<file path="src/rtl/obstacle_pkg.sv">
// rtl/obstacle_pkg.sv - lane state encoding and width helpers for obstacle_ctrl
package obstacle_pkg;

  typedef enum logic [1:0] {
    IDLE   = 2'd0,
    WARN   = 2'd1,
    ACTIVE = 2'd2,
    COOL   = 2'd3
  } lane_state_e;

  function automatic int clog2(input int n);
    int r;
    r = 0;
    for (int v = n - 1; v > 0; v = v >> 1) r++;
    return r;
  endfunction

  // Counter only needs to reach max(ARM,HOLD)-1; never narrower than one bit.
  function automatic int tick_cnt_w(input int arm_ticks, input int hold_ticks);
    int m;
    m = (arm_ticks > hold_ticks) ? arm_ticks : hold_ticks;
    return (m > 1) ? clog2(m) : 1;
  endfunction

endpackage

</file>
<file path="src/rtl/blink_prescaler.sv">
// rtl/blink_prescaler.sv - enable-gated blink tick divider
module blink_prescaler
  import obstacle_pkg::*;
#(
  parameter int DIV   = 25000000,
  parameter int CNT_W = 28
) (
  input  logic Clk,
  input  logic Reset,
  input  logic Enable,
  output logic Tick,
  output logic Blink
);

  if (DIV < 2 || (CNT_W < 31 && ((DIV - 1) >> CNT_W) != 0)) begin : g_param_err
    $error("blink_prescaler: DIV must be >= 2 and fit in CNT_W bits");
  end

  logic [CNT_W-1:0] count_q, count_d;
  logic             blink_q, blink_d;
  logic             wrap;

  assign wrap = Enable && (count_q == CNT_W'(DIV - 1));

  always_comb begin
    count_d = count_q;
    blink_d = blink_q;
    if (wrap) begin
      count_d = '0;
      blink_d = ~blink_q;
    end else if (Enable) begin
      count_d = count_q + CNT_W'(1);
    end
  end

  always_ff @(posedge Clk or posedge Reset) begin
    if (Reset) begin
      count_q <= '0;
      blink_q <= 1'b0;
    end else begin
      count_q <= count_d;
      blink_q <= blink_d;
    end
  end

  assign Tick  = wrap;
  assign Blink = blink_q;

endmodule

</file>
<file path="src/rtl/obstacle_ctrl.sv">
// rtl/obstacle_ctrl.sv - per-lane obstacle arming, warning blink, hazard hold and hit counting
module obstacle_ctrl
  import obstacle_pkg::*;
#(
  parameter int LANES      = 7,
  parameter int DIV        = 25000000,
  parameter int CNT_W      = 28,
  parameter int ARM_TICKS  = 2,
  parameter int HOLD_TICKS = 4,
  parameter int HITW       = 8
) (
  input  logic             Clk,
  input  logic             Reset,
  input  logic             Enable,
  input  logic [LANES-1:0] Player,
  output logic [LANES-1:0] Obstacle,
  output logic             Blink,
  output logic             Tick,
  output logic             Hit,
  output logic [HITW-1:0]  Hit_count
);

  if (LANES < 2 || DIV < 2 || ARM_TICKS < 1 || HOLD_TICKS < 1) begin : g_param_err
    $error("obstacle_ctrl: illegal parameter combination");
  end

  localparam int TCW = tick_cnt_w(ARM_TICKS, HOLD_TICKS);

  logic [LANES-1:0] sync1_q, player_s_q;
  logic             player_valid;
  logic [LANES-1:0] target, arm, coll;
  logic             hit_q, hit_d;
  logic [HITW-1:0]  hit_count_q, hit_count_d;

  blink_prescaler #(.DIV(DIV), .CNT_W(CNT_W)) u_prescaler (
    .Clk   (Clk),
    .Reset (Reset),
    .Enable(Enable),
    .Tick  (Tick),
    .Blink (Blink)
  );

  always_ff @(posedge Clk or posedge Reset) begin
    if (Reset) begin
      sync1_q    <= '0;
      player_s_q <= '0;
    end else begin
      sync1_q    <= Player;
      player_s_q <= sync1_q;
    end
  end

  // Valid only when exactly one lane is selected; target is the lane ahead, wrapping.
  assign player_valid = (player_s_q != '0) && ((player_s_q & (player_s_q - LANES'(1))) == '0);
  assign target       = {player_s_q[LANES-2:0], player_s_q[LANES-1]};
  assign arm          = (Tick && player_valid) ? target : '0;

  for (genvar i = 0; i < LANES; i++) begin : g_lane
    lane_state_e    state_q, state_d;
    logic [TCW-1:0] cnt_q, cnt_d;
    logic           obs_q;

    assign coll[i] = Enable && player_valid && player_s_q[i] && (state_q == ACTIVE);

    always_comb begin
      state_d = state_q;
      cnt_d   = cnt_q;
      unique case (state_q)
        IDLE: begin
          if (arm[i]) begin
            state_d = WARN;
            cnt_d   = '0;
          end
        end
        WARN: begin
          if (Tick) begin
            if (cnt_q == TCW'(ARM_TICKS - 1)) begin
              state_d = ACTIVE;
              cnt_d   = '0;
            end else begin
              cnt_d = cnt_q + TCW'(1);
            end
          end
        end
        ACTIVE: begin
          if (coll[i]) begin
            state_d = COOL;
          end else if (Tick) begin
            if (cnt_q == TCW'(HOLD_TICKS - 1)) state_d = COOL;
            else cnt_d = cnt_q + TCW'(1);
          end
        end
        COOL: begin
          if (Tick) state_d = IDLE;
        end
        default: state_d = IDLE;
      endcase
    end

    always_ff @(posedge Clk or posedge Reset) begin
      if (Reset) begin
        state_q <= IDLE;
        cnt_q   <= '0;
        obs_q   <= 1'b0;
      end else begin
        state_q <= state_d;
        cnt_q   <= cnt_d;
        obs_q   <= (state_q == ACTIVE) || ((state_q == WARN) && Blink);
      end
    end

    assign Obstacle[i] = obs_q;
  end

  always_comb begin
    hit_d       = |coll;
    hit_count_d = hit_count_q;
    if (hit_d && (hit_count_q != '1)) hit_count_d = hit_count_q + HITW'(1);
  end

  always_ff @(posedge Clk or posedge Reset) begin
    if (Reset) begin
      hit_q       <= 1'b0;
      hit_count_q <= '0;
    end else begin
      hit_q       <= hit_d;
      hit_count_q <= hit_count_d;
    end
  end

  assign Hit       = hit_q;
  assign Hit_count = hit_count_q;

endmodule

</file>
<file path="config.mk">
export PLATFORM = sky130hd
export DESIGN_NAME = obstacle_ctrl
export DESIGN_NICKNAME = d
export VERILOG_FILES = /design/src/rtl/obstacle_pkg.sv /design/src/rtl/blink_prescaler.sv /design/src/rtl/obstacle_ctrl.sv
export SDC_FILE = /design/constraint.sdc
export NUM_CORES = 1
export LEC_CHECK = 0
export CAP_MARGIN = 20
export CORE_ASPECT_RATIO = 0.5
export CORE_MARGIN = 8
export CORE_UTILIZATION = 50
export DETAILED_ROUTE_END_ITERATION = 8
export PLACE_DENSITY = 0.66
export SLEW_MARGIN = 15
export SYNTH_ARGS = -nofsm -noshare
export SYNTH_HDL_FRONTEND = slang
export SYNTH_SLANG_ARGS = --single-unit
</file>
<file path="constraint.sdc">
create_clock -name Clk -period 8 [get_ports Clk]
set_input_delay 1.2 -clock Clk [delete_from_list [all_inputs] [get_ports Clk]]
set_output_delay 1.2 -clock Clk [all_outputs]
set_load 0.05 [all_outputs]
</file>
======== Yosys cells after proc, flatten, opt, wreduce, memory -nomap -nowiden ========
Index checks and enable logic that the tools add are counted.
word-level totals
  output and inout bits ................... 18
  register bits ........................... 87
cells by class
  equal/unequal tests ..................... 100
  bitwise logic cells ..................... 2
  mux-type cells .......................... 102
  add/subtract/negate cells ............... 10
  reduce and logical (&&, ||, !) cells .... 65
operators by type and width
  cell                                                    count
  two-way mux 2 bit                                       85
  inequality test 2 bit (second input constant)           49
  AND reduction 6 bit                                     14
  two-way mux 28 bit                                      2
  one-hot mux 2 bit (4 select lines)                      7
  == test 2 bit (second input constant)                   21
  one-hot mux 2 bit (3 select lines)                      7
  adder 28 x 1 -> 28 bit (second input constant)          1
  == test 2 x 1 -> 1 bit (second input constant)          14
  == test 28 x 25 -> 1 bit (second input constant)        1
  logical AND 1 bit                                       26
  inequality test 3 x 2 -> 1 bit (second input constant)  7
  inequality test 3 bit (second input constant)           7
  nonzero test 3 bit                                      7
  adder 2 x 1 -> 2 bit (second input constant)            7
  logical NOT 2 bit                                       7
  adder 8 x 1 -> 8 bit (second input constant)            1
  inequality test 8 bit (second input constant)           1
  AND 7 bit                                               1
  logical NOT 7 bit                                       1
  logical OR 1 bit                                        7
  two-way mux 7 bit                                       1
  nonzero test 7 bit                                      1
  OR reduction 7 bit                                      1
  3 further kinds                                         3

======== Logic depth before layout (Yosys ltp) ========
Gate-level depths: netlist (run 1).
  depth after elaboration ................. 9
  depth in mapped cells ................... 10
  gate-level depth less buffers ........... 8

======== Modules after synthesis ========
A second synthesis (run 1) with hierarchy kept.
second synthesis, totals
  cells, all modules ...................... 540
  area total of the unflattened synthesis .. 5376.4 µm²
modules (own cells, without submodules)
  module           cells each  area each (µm²)  times used  seq. area each (µm²)
  obstacle_ctrl    400         3925.0           1           1451.4
  blink_prescaler  140         1451.4           1           725.7

======== Least setup slack after synthesis (run 1) ========
No wires, ideal clock.
  kind .................................... input -> output
  from .................................... input Enable
  to ...................................... output Tick
  cell stages on the path ................. 4
  data arrival time ....................... 1.819 ns
  setup slack ............................. 4.981 ns
  path buffers ............................ 1
  cell sequence ........................... nand3_1 nor4_1 and4_1 buf_4
between the ends
  cells in the longest elaborated chain, start to end .. 1
RTL lines
  element            RTL line               source
  start, declared    obstacle_ctrl.sv:14    input logic Enable,
  logical AND 1 bit  blink_prescaler.sv:23  assign wrap = Enable && (count_q == CNT_W'(DIV - 1));
  end, declared      obstacle_ctrl.sv:18    output logic Tick,
Every way passes these cells.

======== Final worst setup path (run 1) ========
Same ends and word-level chain as after synthesis.

==> flow_summary.ini, run 1 <==
[worst_setup_path]
end_kind = output pin
cp_common_cell = clkdlybuf4s50_1
crit_chain = clkdlybuf4s50_1 > nand3_1 > nor4_1 > and4_1 > clkdlybuf4s50_1
arrival_ns = 3.59
ff2ff_path_depth = 8
cp_max_fo = 15
critPathLaunchType = input pin
r2r_end = g_lane[4].cnt_q[0]
critPathMaxStageDelay_ns = 0.87
cp_num_buf_inv = 2
crit_type = in -> out
cp_slowest_cell = clkdlybuf4s50_1
r2r_slack_ns = 4.83
r2r-start = u_prescaler.count_q[0]
critical_path_required_ns = 6.80
crit_family = buffers and inverters

[global_routing]
grt_max_degree = 82
antenna_found_initial = 0
grt_overflow = 0
grt_pass1_wl_mm = 18.0
grt_pass1_vias = 3690
grt_usage_pct = 15.6

[synth]
syn_avg_cell_area_um2 = 10.0
ys_seq_area_share_pct = 41.5
ys_async_sr_fraction_pct = 100
yosysWarnings = 0
synth.distinct_cells = 53
synth_edf_count = 0
synth_area_leaders = dfrtp_1, ha_1, nand2_1
synth_cells = 524
netlist_area_mm2 = 0.00525
yosys.area.top_type = dfrtp_1
ys_seq_elements = 87
synth_nets = 599
synth_top_cell_area_share_pct = 41.5
synthFlopType = dfrtp_1

[clocking]
clkSinkCount = 87
clk_latency_ns = 0.34
clk_pin_slew_ns = 0.06
cts_resized = 0
numCtsBuffers = 9
postCtsHoldBufs = 0
cts_root_buf = clkbuf_16
cts_tree = done
h-tree-depth = 3
cts_buffer_depth = 2
cts_setup_buffers = 0

[timing]
fin_crit_sh_pct = 59.9
rsz0062_at_grt = false
maxSlewHeadroom_pct = 47.5
finalMaxSlewViolations = 0
holdWs_ns = 0.348
tightestPinTransition_ns = 0.785
tns_ns = 0
finalClockSkew_ns = 0.00509
period_minus_slack_ns = 4.79
setup_viol = 0
hold_viol = 0
fmax_ghz = 0.209

[floorplanning]
die_area_mm2 = 0.0142
fp.dieH_um = 88.5
initial_core_util_pct = 51.4
io_pins = 28
core_mm2 = 0.0102
num_rows = 26
die_width_um = 161

[drt]
vias = 3626
routed_wirelength_mm = 10.1
dr.pass1.iters = 4
wl_per_cell_um = 14.6
drt_drc_violations_left = 0
drt_iter0_markers = 152
vias_per_cell = 5.27
postRouteAntennaNets = 0

[hold_path]
hold_class = reg -> reg
hold_end = player_s_q[2]
hold_path_depth = 0
hp-start = sync1_q[2]

[final_layout]
drive_above_1_share_pct = 8.03
final_common_cell = dfrtp_1
diodes = 0
final_cell_mix = dfrtp_1, ha_1, nand2_1
final_nets = 618
fill_cells = 874
synthToLayoutAreaGrowth_pct = 13.3

[pwr]
p_leak_nw = 2.91
vdd_drop_max_mv = 0.0966
p_per_area_mw_per_mm2 = 168

[place]
portBuffers = 27
dp_hpwl_mm = 7.12
routabilityCongestion = 0.787

[run]
drv_cap = 0

[outcome]
outcome = finished clean
[state kept, by name, indices dropped and copies added, names as in the netlist]
register and flops:
u_prescaler.count_q 28, u_prescaler.Blink 1, g_lane.state_q 14, sync1_q 7, Hit 1, g_lane.cnt_q 14
g_lane.obs_q 7, player_s_q 7, Hit_count 8
[metal layers]
| metal | up-vias | routed length [um] | track usage, % |
|---|---|---|---|
| met5 | - | 0 | 0 |
| met4 | 0 | 115 | 4.59 |
| met3 | 10 | 515 | 4.18 |
| met2 | 65 | 4410 | 25.0 |
| met1 | 1739 | 5020 | 20.6 |
| li1 | 1812 | - | - |
[through the flow]
stage / power [mW] / cells / worst slack, ns / utilization [%] / instance area [um^2]
6_report: 1.00 / 688 / 3.21 / 58.2 / 5950
4_1_cts: 1.01 / 687 / 3.19 / 58.0 / 5920
3_3_place_gp: 0.521 / 671 / 3.24 / 54.6 / 5570
2_1_floorplan: 0.508 / 524 / 4.55 / - / 5250
5_1_grt: 1.04 / 688 / 3.03 / 58.2 / 5950
3_5_place_dp: 0.522 / 671 / 3.19 / 54.6 / 5570
[worst max path at each step]
stage,from,end,cells after the start
after floorplan,Reset,Hit,1
after global placement,Enable,Tick,5
after detailed placement,Enable,Tick,5
after CTS,Enable,Tick,5
after global routing,Enable,Tick,5
final,Enable,Tick,5
[final cells by class]
type / instances / area, um^2 / area share, %
clock buffer: 11 / 243 / 4.08
clock inverter: 5 / 105 / 1.77
inverter: 46 / 174 / 2.92
multi-input combinational: 369 / 2760 / 46.4
sequential: 87 / 2180 / 36.6
tap: 140 / 175 / 2.94
timing repair buffer: 30 / 313 / 5.26
[cells in the mapped netlist (all sizes together), types with 2 or more instances]
cell type and number:
dfrtp 87, ha 65, nand2 56, inv 46, nor2 37, nand3 24, a21oi 18, mux2i 18
o21ai 16, xnor2 16, buf 15, mux2 15, and3 13, xor2 13, nor2b 10, clkbuf 7
nand4 6, a211oi 5, a31oi 5, nor4 5, or4 5, and4 4, nand3b 4, nor3 4
o211ai 4, a221oi 3, a22oi 3, a221o 2, and2 2, nand4b 2, nor3b 2, or3 2
[cells by family (layout without fill, tap and decap cells)]
logic type | count (synthesis) | after routing | synth area share [%]
fa+ha+maj | 65 | 65 | 15.5
mux | 33 | 33 | 6.79
compound gates | 64 | 64 | 8.05
buf+inv | 68 | 92 | 5.93
xor+xnor | 29 | 29 | 4.84
flops | 87 | 87 | 41.5
simple gates | 178 | 178 | 17.4
[worst reg2reg max path, stage by stage, from the launching register on]
cell     delay (ns)
dfrtp_1        0.40
ha_1           0.23
nand3_1        0.11
nor2_1         0.40
nand4_1        0.74
a21oi_1        0.35
nor2_1         0.08
nor4_2         0.38
mux2_2         0.38
[where the power goes]
group | internal (mW) | total, mW | leakage (nW) | switching (mW)
registers | 0.456 | 0.474 | 1.08 | 0.0178
logic | 0.0194 | 0.0419 | 1.67 | 0.0225
clock network | 0.314 | 0.486 | 0.162 | 0.172
(Power assumes the default switching activity.)
==> run 2, diff against run 1 <==
- clock period: 8 -> 4.9 ns (I/O delays scaled with it)
==> run 2 against run 1 <==
Against the previous run:
- clock-buffer cell count down 2
- via count up 0.44%
- critical path type unchanged
- clock power up 66%
==> flow_summary.ini, run 2 (synthesis gave the netlist of run 1 again) <==
[drt]
wl_per_cell_um = 14.7
drt_iter0_markers = 227
drt_drc_violations_left = 0
vias = 3642
dr.pass1.iters = 4
vias_per_cell = 5.28
routed_wirelength_mm = 10.1
postRouteAntennaNets = 0

[final_layout]
synthToLayoutAreaGrowth_pct = 13.2
final_common_cell = dfrtp_1
final_cell_mix = dfrtp_1, ha_1, nand2_1
post-route-util_pct = 58.2
drive_above_1_share_pct = 8.55
largest_reg_flops = 28
top_regs = u_prescaler.count_q (28), g_lane.cnt_q (14), g_lane.state_q (14)
diodes = 0
fill_cells = 898
final_nets = 620
regMostFlops = u_prescaler.count_q
multiInputGateArea_mm2 = 0.00276
seqCellArea_mm2 = 0.00218

[global_routing]
grt_usage_pct = 15.4
grt_max_degree = 50
grt_pass1_vias = 3669
grt_busiest_layer = met2
grt_pass1_wl_mm = 17.6
grt_use_met1_pct = 19.6
use_met2_pct = 24.8
globalRouteMet3Util_pct = 4.41
antenna_found_initial = 0
grt_overflow = 0

[pwr]
p_int_mw = 1.28
vdd_drop_max_mv = 0.146
power_frac_seq_pct = 47.0
p_clk_share_pct = 48.9
p_per_area_mw_per_mm2 = 277
p_leak_nw = 2.92
switching_share_pct = 22.4
p_switching_mw = 0.370
combPwrFrac_pct = 4.1

[timing]
tightestPinTransition_ns = 0.852
finalMaxSlewViolations = 0
tns_ns = 0
rsz0062_at_grt = false
fin_crit_sh_pct = 77.6
maxSlewHeadroom_pct = 43.2
period_minus_slack_ns = 3.80
fmax_ghz = 0.263
finalClockSkew_ns = 0.0101
setup_viol = 0
holdWs_ns = 0.351
hold_viol = 0

[worst_setup_path]
cp_num_buf_inv = 3
r2r_slack_ns = 2.02
crit_family = buffers and inverters
arrival_ns = 3.07
cp_max_fo = 11
cp-startpoint = Enable
crit_chain = clkdlybuf4s50_1 > buf_4 > nand3_1 > nor4_1 > and4_1 > clkdlybuf4s50_1
cp_common_cell = clkdlybuf4s50_1
crit_type = in -> out
critical_path_required_ns = 4.16
cp_slowest_cell = clkdlybuf4s50_1
critPathMaxStageDelay_ns = 0.88
critPathLaunchType = input pin
end_kind = output pin
r2r-start = u_prescaler.count_q[8]

[run]
drv_cap = 0

[clocking]
postCtsHoldBufs = 0
cts_root_buf = clkbuf_16
numCtsBuffers = 9
cts_resized = 0
clk_latency_ns = 0.35
clk_pin_slew_ns = 0.06
h-tree-depth = 3
cts_tree = done
clkSinkCount = 87
cts_buffer_depth = 2
cts_setup_buffers = 0

[floorplanning]
fp.dieH_um = 88.5
num_rows = 26
die_width_um = 161
core_mm2 = 0.0102
io_pins = 28
die_area_mm2 = 0.0142
initial_core_util_pct = 51.4

[place]
dp_hpwl_mm = 7.26
routabilityCongestion = 0.815
portBuffers = 27

[outcome]
outcome = finished clean

[hold_path]
hold_class = reg -> reg
hp-start = sync1_q[6]
run 2: cell count changes in the layout (fill, tap and decap cells not counted), sizes merged:
cell / delta
inv: +4
buf: +2
clkinvlp: -2
clkbuf: -2
run 2: power groups by stage:
stage	sequential [mW]	clock [mW]	combinational [mW]
after CTS	0.774	0.827	0.0697
after global routing	0.777	0.857	0.0777
after floorplan	0.776	0	0.0527
final	0.775	0.807	0.0677
after detailed placement	0.787	0	0.0690
after global placement	0.786	0	0.0668
run 2: through the flow:
step                area [um^2]  setup WS, ns  instances  power [mW]
CTS                        5950          1.09        690        1.67
detailed placement         5600          1.09        674       0.856
finish                     5950          1.10        690        1.65
global route               5950         0.955        690        1.71
global placement           5600          1.14        674       0.853
floorplan                  5250          1.91        524       0.829
run 2: final timing paths:
| path | to | cells past startpoint |
|---|---|---|
| max in group asynchronous | g_lane[2].cnt_q[0] | 3 |
| hold reg to reg | player_s_q[6] | 0 |
| min in group asynchronous | Hit_count[1] | 2 |
| hold / removal | player_s_q[6] | 0 |
| setup / recovery | Tick | 6 |
| setup reg to reg | g_lane[3].cnt_q[0] | 7 |
run 2: worst reg2reg max path, delay by kind of cell, from the launching register on:
kind | cells | cell delay, ns
AO/OA/AOI/OAI | 1 | 0.13
buffers and inverters | 1 | 0.27
flip-flops | 1 | 0.40
multiplexers | 1 | 0.30
AND/OR/NAND/NOR | 4 | 1.66
run 2: final cells by class:
| type | count | share of cell area (%) |
|---|---|---|
| Multi-Input combinational cell | 369 | 46.5 |
| Sequential cell | 87 | 36.6 |
| Timing Repair Buffer | 32 | 5.18 |
| Clock buffer | 9 | 3.79 |
| Tap cell | 140 | 2.95 |
| Inverter | 46 | 2.92 |
| Clock inverter | 7 | 2.10 |
run 2: layer usage:
layer  wire, um  part of all wire (%)
met5          0                     0
met1       5080                    50
met4         38                  0.38
met3        437                   4.3
met2       4580                    45
